## src/rtl/display_scanner.sv

```systemverilog
// Time-multiplexed scan driver for a bank of active-low 7-segment digits.
// Double-buffered BCD data, per-slot dead time, invalid-code and leading-zero blanking.
module display_scanner #(
    parameter int DIGITS       = 4,
    parameter int SLOT_CYCLES  = 50000,
    parameter int BLANK_CYCLES = 500
) (
    input  logic                  clk,
    input  logic                  reset_n,
    input  logic [4*DIGITS-1:0]   digits_in,
    input  logic                  load,
    input  logic                  lz_suppress,
    output logic [3:0]            binary_code,
    output logic                  enable,
    output logic [DIGITS-1:0]     digit_select,
    output logic                  frame_done,
    output logic                  load_pending
);

    localparam int IW = (DIGITS > 1) ? $clog2(DIGITS) : 1;
    localparam int CW = $clog2(SLOT_CYCLES);

    localparam logic [CW-1:0] CNT_LAST  = CW'(SLOT_CYCLES - 1);
    localparam logic [CW-1:0] CNT_PRE   = CW'(SLOT_CYCLES - 2);
    localparam logic [CW-1:0] CNT_ENTER = CW'(BLANK_CYCLES - 1);
    localparam logic [IW-1:0] IDX_LAST  = IW'(DIGITS - 1);

    typedef enum logic {
        BLANK = 1'b0,
        SHOW  = 1'b1
    } state_t;

    state_t              state;
    logic [4*DIGITS-1:0] holding;
    logic [4*DIGITS-1:0] shadow;
    logic                pending;
    logic [IW-1:0]       idx;
    logic [CW-1:0]       cnt;
    logic                slot_end;
    logic                boundary;

    assign slot_end     = (cnt == CNT_LAST);
    assign boundary     = slot_end && (idx == IDX_LAST);
    assign load_pending = pending;

    // A digit is dark if its code is not BCD, or if it is a suppressed leading zero.
    function automatic logic visible(input logic [4*DIGITS-1:0] data,
                                     input logic [IW-1:0]       k,
                                     input logic                lz);
        logic [3:0] code;
        logic       upper_zero;
        code       = data[4*k +: 4];
        upper_zero = 1'b1;
        for (int i = 0; i < DIGITS; i++) begin
            if (i >= int'(k) && data[4*i +: 4] != 4'd0) begin
                upper_zero = 1'b0;
            end
        end
        return (code <= 4'd9) && !(lz && (k != '0) && upper_zero);
    endfunction

    always_ff @(posedge clk or negedge reset_n) begin
        if (!reset_n) begin
            state        <= BLANK;
            holding      <= '0;
            shadow       <= '0;
            pending      <= 1'b0;
            idx          <= '0;
            cnt          <= '0;
            binary_code  <= 4'd0;
            enable       <= 1'b0;
            digit_select <= '1;
            frame_done   <= 1'b0;
        end else begin
            cnt <= slot_end ? '0 : cnt + 1'b1;
            if (slot_end) begin
                idx <= (idx == IDX_LAST) ? '0 : idx + 1'b1;
            end

            if (slot_end) begin
                state <= BLANK;
            end else if (cnt == CNT_ENTER) begin
                state <= SHOW;
            end

            // Shadow only moves on the frame boundary; a load landing exactly there bypasses holding.
            if (load) begin
                holding <= digits_in;
            end
            if (boundary) begin
                if (load) begin
                    shadow <= digits_in;
                end else if (pending) begin
                    shadow <= holding;
                end
                pending <= 1'b0;
            end else if (load) begin
                pending <= 1'b1;
            end

            // Outputs follow the state one cycle later; frame_done is anticipated to land on the boundary cycle.
            binary_code  <= shadow[4*idx +: 4];
            enable       <= (state == SHOW) && visible(shadow, idx, lz_suppress);
            digit_select <= (state == SHOW) ? ~(DIGITS'(1) << idx) : '1;
            frame_done   <= (idx == IDX_LAST) && (cnt == CNT_PRE);
        end
    end

endmodule

```

## config.mk

```make
export PLATFORM = sky130hd
export DESIGN_NAME = display_scanner
export DESIGN_NICKNAME = d
export VERILOG_FILES = /design/src/rtl/display_scanner.sv
export SDC_FILE = /design/constraint.sdc
export NUM_CORES = 1
export LEC_CHECK = 0
export BUFFER_PORTS_ARGS = -buffer_cell sky130_fd_sc_hd__buf_2
export CORE_MARGIN = 3
export CORE_UTILIZATION = 61
export DETAILED_ROUTE_END_ITERATION = 6
export MAX_ROUTING_LAYER = met4
export PLACE_DENSITY_LB_ADDON = 0.05
export SKIP_CTS_REPAIR_TIMING = 1
export SYNTH_ARGS = -nofsm -noshare
export SYNTH_HDL_FRONTEND = slang
export SYNTH_SLANG_ARGS = --single-unit
```

## constraint.sdc

```tcl
create_clock -name clk -period 3.1 [get_ports clk]
set_input_delay 0.155 -clock clk [delete_from_list [all_inputs] [get_ports clk]]
set_output_delay 0.155 -clock clk [all_outputs]
set_load 0.1 [all_outputs]
```

==> results of run 1 <==
==> how the worst max path moves through the flow <==
stage | cells after the start | slack (ps) | from | endpoint
after floorplan | 4 | 1030 | load_pending | shadow[0]
after global placement | 4 | 940 | idx[0] | shadow[7]
after detailed placement | 4 | 820 | cnt[10] | shadow[2]
after CTS | 4 | 810 | cnt[11] | shadow[2]
after global routing | 4 | 680 | idx[0] | shadow[2]
final | 4 | 820 | cnt[11] | shadow[2]
==> cell families (layout without fill, tap and decap cells) <==
kind of cell / Yosys count / after routing / synth area share, %
xor gates and xnor gates: 12 / 12 / 3.970
buffers and inverters: 11 / 55 / 1.890
muxes: 37 / 37 / 17.44
and+or+nand+nor: 56 / 56 / 12.48
AOI/OAI and AO/OA: 9 / 9 / 2.127
adders and majority gates: 7 / 7 / 3.308
DFF: 62 / 62 / 58.79
==> cell usage after synthesis, types with 2 or more instances <==
cell type	instances	area share, %
a21oi_1	3	0.57
and3_1	3	0.71
clkbuf_1	4	0.57
dfrtp_1	58	55
dfstp_2	4	4.0
ha_1	7	3.3
inv_1	5	0.71
mux2_2	33	14
mux4_2	4	3.4
nand2_1	10	1.4
nand3_1	4	0.76
nand4_1	5	1.2
nor2_1	13	1.8
nor3_1	6	1.1
nor4_1	7	1.7
o21ai_0	2	0.38
xnor2_1	7	2.3
xor2_1	5	1.7
==> stage by stage <==
step | instance area, µm² | std cells | utilization (%)
3_3_place_gp | 2851 | 271 | 69.78
3_5_place_dp | 2851 | 271 | 69.78
5_1_grt | 3048 | 288 | 74.59
2_1_floorplan | 2648 | 194 | -
4_1_cts | 3038 | 287 | 74.34
6_report | 3048 | 288 | 74.59
==> registers in the layout, summed over array words and instances (netlist names) <==
register      flops
load_pending      1
state             1
enable            1
binary_code       4
shadow           16
digit_select      4
cnt              16
idx               2
frame_done        1
holding          16
==> final cells by class <==
type,instances,share of cell area [%]
sequential,62,51.07
inverter,5,0.6158
tap,50,2.053
clock inverter,3,0.5747
clock buffer,13,5.542
timing repair buffer,34,5.993
multi-input combinational,121,34.15
==> power by group through the flow <==
stage / clock network, mW / logic [mW] / registers [mW]
6_report: 0.637 / 0.0644 / 0.836
5_1_grt: 0.698 / 0.0731 / 0.837
4_1_cts: 0.653 / 0.0654 / 0.836
3_5_place_dp: 0 / 0.0641 / 0.850
3_3_place_gp: 0 / 0.0607 / 0.849
2_1_floorplan: 0 / 0.0287 / 0.848
==> placed cells by master (no fill, tap or decap), types with 6 or more instances in the layout <==
cell / count
ha_1: 7
nand2_1: 10
buf_2: 30
nor4_1: 7
nor2_1: 13
dfrtp_1: 58
clkbuf_8: 12
xnor2_1: 7
nor3_1: 6
mux2_2: 33
==> per-layer routing <==
layer | vias up | GRT usage [%]
met1 | 839 | 31.87
met4 | 0 | 6.263
met3 | 5 | 6.452
met5 | - | -
li1 | 773 | -
met2 | 49 | 32.55
==> summary.md, run 1 <==
| Metric | Value |
|---|---|
| CTS tree | yes |
| Sequential area share after synthesis | 58.79% |
| Detailed Routing Iterations Pass 1 | 4 |
| Final period util | about three quarters |
| Clk buf depth | 2 |
| Syn Nets | around 220 |
| GR Util All Layers | a little under a quarter |
| Min-delay worst type | input pin to register |
| Worst reg2reg path depth | 4 |
| HP Start | digits_in[9] |
| Endpoint, Worst Hold | holding[9] |
| Highest Signal Layer | met4 |
| Worst-path cell with the longest stage delay | nor3b_4 |
| Critical path class | register to register |
| Avg Cell Area, Syn | 13.65 µm² |
| Top_reg_cell synth | dfrtp_1 |
| # fillers | 279 |
| Leak pwr | 1.452 nW |
| Routed vias/inst | 5.785 |
| Largest net degree at the start of global routing | 32 |
| Share of cells above drive strength 1 | 39.92% |
| Antenna viol nets, final | 0 |
| MaxCap Viol Count | 0 |
| Min Tclk post-route | 2282 ps |
| Switching Power | ~0.32 mW |
| Crit. End Element | register |
| Vias | 1666 |
| Slowest stage delay, CP | 730 ps |
| Status | complete, no violations |
| Synth unique cells | 32 |
| Routed wire length per instance | 16.75 µm |
| Worst path buffer plus inverter count | 0 |
| CTS clk-pin slew, worst paths | about 60 ps |
| Slew Viols, Final | 0 |
| Clock group share of total power | 41.4% |
| Multi-input gate area | approximately 1000 µm² |
| VDD IR-drop max | 0.0003769 V |
| Routed WL | between 4 and 5 mm |
| IO Count | 31 |
| Final Hold Fails | 0 |
| Reg area | 1556 µm² |
| EDFF count, synth | 0 |
| Detail Placement HPWL | about 3.5 mm |
| Synth warn | 0 |
| Power, Total | around 1.5 mW |
| IO buf count | 30 |
| First-pass GRT wire length | between 8 and 9 mm |
| Core ar. | 4086 µm² |
| Grt total ovfl | 0 |
| CTS buffer count | 9 |
| Internal power | 1.213 mW |
| Worst Max-Slew Pin Slew | 815.8 ps |
| Die area | 5167 µm² |
| Pwr/cell area | 504.4 nW/µm² |
| Iteration-0 DRC Markers | 129 |
| Switch share | 21.11% |
| Die H | 71.88 µm |
| Clock root buffer | clkbuf_8 |
| WP data required | 3310 ps |
| Setup TNS | 0 ps |
| Slew margin rel. | a little under half |
| Met2 Wirelength | between 2 and 2.5 mm |
| Comb power frac | 4.2% |
| Min Hold Slack | 79.49 ps |
| Core Rows | 23 |
| Setup violations, final | 0 |
| Crit-path max FO | 16 |
| Synthesized cell area | 2648 µm² |
| DRT met1 WL | 2.315 mm |
| Setup ws final | about 820 ps |
| Initial antenna violation count | 0 |
| Final Skew | 5.659 ps |
| Reg power frac | a little over half |
| Mapped Cells | around 190 |
| Die width | approximately 70 µm |
| CP cell instances | nor4_4 > nand4_2 > nor3b_4 > mux2_2 |
| Fmax | 438.1 MHz |
| Hold path depth | 2 |
| Critical R2R Launch | cnt[11] |
| Vias in the first global route | 1753 |
| R2R Path End | shadow[2] |
| CTS Sinks | 62 |
| RSZ-0062 raised after global routing | false |
| H-tree levels | 3 |
| Skew-Pair Late Insertion Delay | 330 ps |
| Worst reg2reg setup slack | 820 ps |
| Startpoint types | register |
| DRC viols | 0 |
| FF+latch count, synth | 62 |
| Final net count | 260 |
| GP Congestion | just over 0.8 |
| ANT cells | 0 |
| Critical path's top delay family | simple AND/OR/NAND/NOR gates |
| DP Worst Slack | 817.4 ps |
| Ys async rst share | between 90% and 100% |
| Critical path arrival | 2490 ps |
| Area delta synth->final | 15.12% |
| Initial Utilization | 64.79% |
| Met3 Wirelength | roughly 270 µm |
(Power assumes the default switching activity.)
==> run 2: changes to the inputs <==
--- a/config.mk
+++ b/config.mk
@@ -5,9 +5,10 @@
 export SDC_FILE = /design/constraint.sdc
 export NUM_CORES = 1
 export LEC_CHECK = 0
+export ABC_AREA = 1
 export BUFFER_PORTS_ARGS = -buffer_cell sky130_fd_sc_hd__buf_2
 export CORE_MARGIN = 3
-export CORE_UTILIZATION = 61
+export CORE_UTILIZATION = 53
 export DETAILED_ROUTE_END_ITERATION = 6
 export MAX_ROUTING_LAYER = met4
 export PLACE_DENSITY_LB_ADDON = 0.05
==> constraint.sdc (replaced) <==
create_clock -name clk -period 1.95 [get_ports clk]
set_input_delay 0.0975 -clock clk [delete_from_list [all_inputs] [get_ports clk]]
set_output_delay 0.0975 -clock clk [all_outputs]
set_load 0.1 [all_outputs]
==> summary.md, run 2 <==
| Metric | Value |
|---|---|
| Vias | 2330 (+40%) |
| Detailed Routing Iterations Pass 1 | 4 (unchanged) |
| Min-delay worst type | input pin to register |
| Slew margin rel. | 67.18% (+22 points) |
| Startpoint types | register |
| Hold path depth | 3 (+1) |
| GR Util All Layers | 21.35% (-1.3 points) |
| Detail Placement HPWL | 4.380 mm (+26%) |
| CP cell instances | ha_1 > nand2_2 > nor2_8 > nand3_4 > nor2_8 > buf_4 > nand4_1 > nand2_1 |
| Commonest non-fill, non-tap cell in the layout | nand2_1 |
| Worst reg2reg setup slack | 340 ps (-480 ps) |
| ANT cells | 0 (unchanged) |
| DRC viols | 0 (unchanged) |
| Top cells by area, synth | dfrtp_1 49%, nand2_1 17%, nor2_1 4.4% |
| Met1 usage | 32.11% (+0.24 points) |
| CTS tree | yes |
| GR Util met3 | 6.430% (-0.021 points) |
| Top-area cell type share of the netlist area | 48.64% (-6.2 points) |
| IO Count | 31 (unchanged) |
| IO buf count | 30 (unchanged) |
| Die area | 6567 µm² (+27%) |
| Critical path class | register to register |
| Commonest cells in the netlist | 137 x nand2_1, 58 x dfrtp_1, 35 x nor2_1 |
| Clock root buffer | clkbuf_8 |
| Initial Utilization | 56.62% (-8.2 points) |
| Synth warn | 0 (unchanged) |
| Levels on crit path | 8 (+4) |
| Synth unique cells | 30 (-6.3%) |
| Top_reg_cell synth | dfrtp_1 |
| Worst Max-Slew Pin Slew | 492.3 ps (-323.4 ps) |
| First-pass GRT wire length | 10.26 mm (+20%) |
| Routed wire length per instance | 12.67 µm (-24%) |
| Largest net degree at the start of global routing | 43 (+34%) |
| M2 GR Usage | 27.34% (-5.2 points) |
| CTS clk-pin slew, worst paths | 70 ps (about the same) |
| Initial antenna violation count | 0 (unchanged) |
| Leak pwr | 1.884 nW (+30%) |
| Fin area | 3472 µm² (+14%) |
| Vias in the first global route | 2149 (+23%) |
| Ys async rst share | 100.0% (unchanged) |
| Most frequent cells in the layout | 137 x nand2_1, 58 x dfrtp_1, 35 x nor2_1 |
| Min Tclk post-route | 1611 ps (-671.5 ps) |
| Pwr/cell area | 736.9 nW/µm² (+46%) |
| Synthesized cell area | 2984 µm² (+13%) |
| Crit-path max FO | 14 (-2) |
| Worst path buffer plus inverter count | 1 (+1) |
| HP Start | digits_in[2] |
| Crit. End Element | register |
| Slew Viols, Final | 0 (unchanged) |
| CTS buffer count | 9 (unchanged) |
| Die H | 81.04 µm (+13%) |
| GP Congestion | 0.9463 (+14%) |
| # fillers | 480 (+72%) |
| Syn Nets | 379 (+71%) |
| RSZ-0062 raised after global routing | false |
| Clk buf depth | 2 (unchanged) |
| GRT busiest layer | met1 |
| FF+latch count, synth | 62 (unchanged) |
| Critical R2R Launch | cnt[0] |
| Most frequent cell after synthesis | nand2_1 |
| Core Rows | 26 (+13%) |
| Critical path arrival | 1880 ps (-610 ps) |
| Final net count | 422 (+62%) |
| Slowest stage delay, CP | 390 ps (-340 ps) |
| Critical path's top delay family | simple AND/OR/NAND/NOR gates |
| Sequential area share after synthesis | 52.16% (-6.6 points) |
| Mapped Cells | 352 (+81%) |
| Skew-Pair Late Insertion Delay | 340 ps (about the same) |
| Setup TNS | 0 ps (unchanged) |
| Most Frequent Cell on Critical Path | nor2_8 |
| Area after DPL | 3222 µm² (+13%) |
| Final Hold Fails | 1 (+1) |
| Largest regs | cnt (16), holding (16), shadow (16) |
| Fmax | 620.8 MHz (+42%) |
| Antenna viol nets, final | 0 (unchanged) |
| Avg Cell Area, Syn | 8.478 µm² (-38%) |
| Iteration-0 DRC Markers | 164 (+27%) |
| Worst-path cell with the longest stage delay | dfrtp_1 |
| Core ar. | 5270 µm² (+29%) |
| Die width | 81.04 µm (+13%) |
| Area delta synth->final | 16.35% |
| Routed WL | 5.955 mm (+23%) |
| R2R Path End | shadow[9] |
| Grt total ovfl | 0 (unchanged) |
| Violated checks | negative hold slack |
| WP data required | 2220 ps (-1090 ps) |
| Final core utilization | 65.88% (-8.7 points) |
| Power, Total | 2.558 mW (+66%) |
| Min Hold Slack | -6.192 ps (-85.68 ps) |
| CTS Sinks | 62 (unchanged) |
| Status | finished, violations left |
| H-tree levels | 3 (unchanged) |
| Endpoint, Worst Hold | holding[2] |
| Setup violations, final | 0 (unchanged) |
| Final period util | 82.61% (+9.0 points) |
| Routed vias/inst | 4.957 (-14%) |
| MaxCap Viol Count | 0 (unchanged) |
| Worst reg2reg path depth | 8 (+4) |
| Final Skew | 7.151 ps (+1.492 ps) |
| EDFF count, synth | 0 (unchanged) |
| Share of cells above drive strength 1 | 18.25% (-22 points) |
| Largest area contributor in the netlist | dfrtp_1 |
| VDD IR-drop max | 0.0004356 V (+16%) |
[run 2: changes by cell type after synthesis, moves of 4 or more]
cell     previous run  this run
buf_2               1         7
inv_1               5        22
mux2_2             33         0
mux4_2              4         0
nand2_1            10       137
nand3_1             4        13
nand4_1             5        19
nor2_1             13        35
nor2_2              0         4
nor4_1              7         1
o21ai_0             2         7
xnor2_1             7         0
[run 2: report_power, final]
group	internal (mW)	total (mW)	switching, mW
combinational	0.0374	0.104	0.0671
sequential	1.32	1.32	0.00823
clock	0.654	1.13	0.477
[run 2: kinds of logic after synthesis]
kind of cell    Yosys count  synth area share, %
fa+ha+maj                 7                2.935
flops                    62                52.16
compound gates           13                2.390
buf+inv                  37                5.702
xor+xnor                  7                2.055
simple gates            226                34.76
[run 2: layout make-up]
type / count / area [µm²] / share of cell area (%)
flip-flops and latches: 62 / 1556 / 44.83
repair buffers: 43 / 272.8 / 7.856
clock buffers: 12 / 155.1 / 4.468
clock inverters: 4 / 45.04 / 1.297
multi-input cells: 253 / 1257 / 36.22
well taps: 70 / 87.58 / 2.523
inverters: 26 / 97.59 / 2.811
[run 2: how the worst max path moves through the flow]
stage	startpoint	to	slack, ps
2_1_floorplan	load_pending	shadow[13]	190
3_3_place_gp	cnt[0]	shadow[9]	360
3_5_place_dp	cnt[0]	idx[1]	340
4_1_cts	cnt[0]	idx[1]	330
5_1_grt	cnt[0]	idx[1]	130
6_report	cnt[0]	shadow[9]	340
[run 2: layer usage]
metal  wire length, µm  vias up
li1                  -     1204
met1              3126     1059
met2              2422       61
met3               357        6
met4                48        0
met5                 0        -
[run 2: worst min-delay path, cell delays in order]
cell and delay, ps:
buf_2 70, nand2_1 40, nand2_1 80
[run 2: metrics by stage]
step	setup WS, ps	std cells	hold slack, ps
after global routing	127.4	470	0.3069
after CTS	330.5	465	-276.6
after detailed placement	343.3	449	90.15
after global placement	364.5	449	90.23
final	339.2	470	-6.192
after floorplan	188.5	352	-198.1
==> run 3: changes to the inputs <==
--- a/config.mk
+++ b/config.mk
@@ -8,7 +8,7 @@
 export ABC_AREA = 1
 export BUFFER_PORTS_ARGS = -buffer_cell sky130_fd_sc_hd__buf_2
 export CORE_MARGIN = 3
-export CORE_UTILIZATION = 53
+export CORE_UTILIZATION = 58
 export DETAILED_ROUTE_END_ITERATION = 6
 export MAX_ROUTING_LAYER = met4
 export PLACE_DENSITY_LB_ADDON = 0.05
==> constraint.sdc (replaced) <==
create_clock -name clk -period 1.5 [get_ports clk]
set_input_delay 0.075 -clock clk [delete_from_list [all_inputs] [get_ports clk]]
set_output_delay 0.075 -clock clk [all_outputs]
set_load 0.1 [all_outputs]
==> summary.md, run 3 (synthesis gave the netlist of run 2 again) <==
| Metric | Value |
|---|---|
| CTS tree | yes |
| Critical path arrival | 1710 ps (-170 ps) |
| Antenna viol nets, final | 0 (unchanged) |
| CTS clk-pin slew, worst paths | 70 ps (about the same) |
| Final period util | 98.80% (+16 points) |
| Leak pwr | 2.083 nW (+11%) |
| Slowest stage delay, CP | 390 ps (about the same) |
| Slew Viols, Final | 0 (unchanged) |
| Die area | 6042 µm² (-8.0%) |
| Startpoint types | register |
| IO Count | 31 (unchanged) |
| Routed vias/inst | 5.195 (+4.8%) |
| CTS buffer count | 9 (unchanged) |
| CP cell instances | ha_4 > nand2_4 > inv_4 > nand2_4 > nor2_4 > buf_6 > nand4_4 > nand2_1 > nand2_1 |
| Area after DPL | 3339 µm² (+3.7%) |
| Setup violations, final | 0 (unchanged) |
| Fmax | 674.7 MHz (+8.7%) |
| ANT cells | 0 (unchanged) |
| Final Skew | 9.854 ps (+2.702 ps) |
| Initial Utilization | 61.55% (+4.9 points) |
| Routed WL | 7.013 mm (+18%) |
| Final net count | 453 (+7.3%) |
| Min-delay worst type | input pin to register |
| Vias in the first global route | 2334 (+8.6%) |
| Crit. End Element | register |
| Violated checks | negative hold slack |
| Pwr/cell area | 925.1 nW/µm² (+26%) |
| Status | finished, violations left |
| First-pass GRT wire length | 11.06 mm (+7.8%) |
| Min Hold Slack | -13.63 ps (-7.438 ps) |
| Min Tclk post-route | 1482 ps (-128.8 ps) |
| Setup TNS | 0 ps (unchanged) |
| Commonest non-fill, non-tap cell in the layout | nand2_1 |
| Worst-path cell with the longest stage delay | dfrtp_1 |
| MaxCap Viol Count | 0 (unchanged) |
| Largest net degree at the start of global routing | 63 (+47%) |
| Initial antenna violation count | 0 (unchanged) |
| Clk buf depth | 2 (unchanged) |
| Power, Total | 3.553 mW (+39%) |
| Area delta synth->final | 28.72% |
| WP data required | 1730 ps (-490 ps) |
| RSZ-0062 raised after global routing | true |
| Grt total ovfl | 0 (unchanged) |
| Final Hold Fails | 5 (+4) |
| Clock root buffer | clkbuf_8 |
| Fin area | 3841 µm² (+11%) |
| VDD IR-drop max | 0.0007922 V (+82%) |
| H-tree levels | 3 (unchanged) |
| IO buf count | 30 (unchanged) |
| Die width | 77.73 µm (-4.1%) |
| Core ar. | 4848 µm² (-8.0%) |
| DP Worst Slack | 6.667 ps (-336.6 ps) |
| GP Congestion | 0.9834 (+3.9%) |
| Routed wire length per instance | 14.08 µm (+11%) |
| Core Rows | 25 (-3.8%) |
| Setup ws final | 17.94 ps (-321.2 ps) |
| Detail Placement HPWL | 4.586 mm (+4.7%) |
| Slew margin rel. | 65.88% (-1.3 points) |
| Share of cells above drive strength 1 | 28.07% (+9.8 points) |
| Worst Max-Slew Pin Slew | 511.8 ps (+19.49 ps) |
| Iteration-0 DRC Markers | 175 (+6.7%) |
| Crit-path max FO | 8 (-6) |
| Skew-Pair Late Insertion Delay | 340 ps (about the same) |
| Detailed Routing Iterations Pass 1 | 4 (unchanged) |
| Critical path class | register to register |
| DRC viols | 0 (unchanged) |
| Largest regs | cnt (16), holding (16), shadow (16) |
| CTS Sinks | 62 (unchanged) |
| Die H | 77.73 µm (-4.1%) |
| GR Util All Layers | 24.43% (+3.1 points) |
| Most frequent cells in the layout | 127 x nand2_1, 55 x dfrtp_1, 33 x nor2_1, 33 x buf_4, 30 x buf_2 |
| Vias | 2587 (+11%) |
-- run 3: cell count changes in the layout (fill, tap and decap cells not counted), moves of 2 or more --
cell	previous run	this run
buf_4	7	33
nand2_1	137	127
nand2_2	2	10
nor2_4	2	6
dfrtp_1	58	55
dfrtp_2	0	3
clkinv_2	3	1
dlygate4sd3_1	5	7
ha_1	7	5
nand2_4	0	2
nor2_1	35	33
-- run 3: power by group --
part           total, mW  internal [mW]  switching, mW
Sequential          1.72           1.71         0.0103
Clock               1.69           1.03          0.661
Combinational      0.147         0.0541         0.0925
-- run 3: path summary, 6_finish.rpt --
kind,endpoint,from,slack (ps),depth (start not counted)
max,shadow[0],cnt[1],20,9
min,holding[8],digits_in[8],-10,3
max reg2reg,shadow[0],cnt[1],20,9
min reg2reg,shadow[2],shadow[2],480,2
max in group asynchronous,digit_select[1],reset_n,930,3
min in group asynchronous,frame_done,reset_n,260,3
-- run 3: cell type report --
cell class	instances	area, µm²
Clock buffer	11	151.4
Clock inverter	5	81.33
Fill cell	322	1007
Inverter	26	100.1
Multi-Input combinational cell	255	1365
Sequential cell	62	1560
Tap cell	67	83.83
Timing Repair Buffer	72	499.2
-- run 3: layer usage --
metal,GRT usage (%),routed length [µm],vias up
met3,5.568,507,13
met1,35.14,3284,1210
li1,-,-,1269
met2,33.13,3067,95
met5,-,0,-
met4,10.68,154,0
-- run 3: per-stage QoR --
| stage | std cells | utilization [%] |
|---|---|---|
| final | 498 | 79.23 |
| after global routing | 498 | 79.23 |
| after CTS | 478 | 73.68 |
| after detailed placement | 462 | 68.88 |
| after global placement | 462 | 68.88 |
| after floorplan | 352 | - |
-- run 3: critical path, delay by kind of cell, from the launching register on --
| family | cells | cell delay (ps) |
|---|---|---|
| adder cells (fa/ha/maj) | 1 | 160 |
| flip-flops | 1 | 390 |
| buffers and inverters | 2 | 200 |
| AND/OR/NAND/NOR | 6 | 630 |
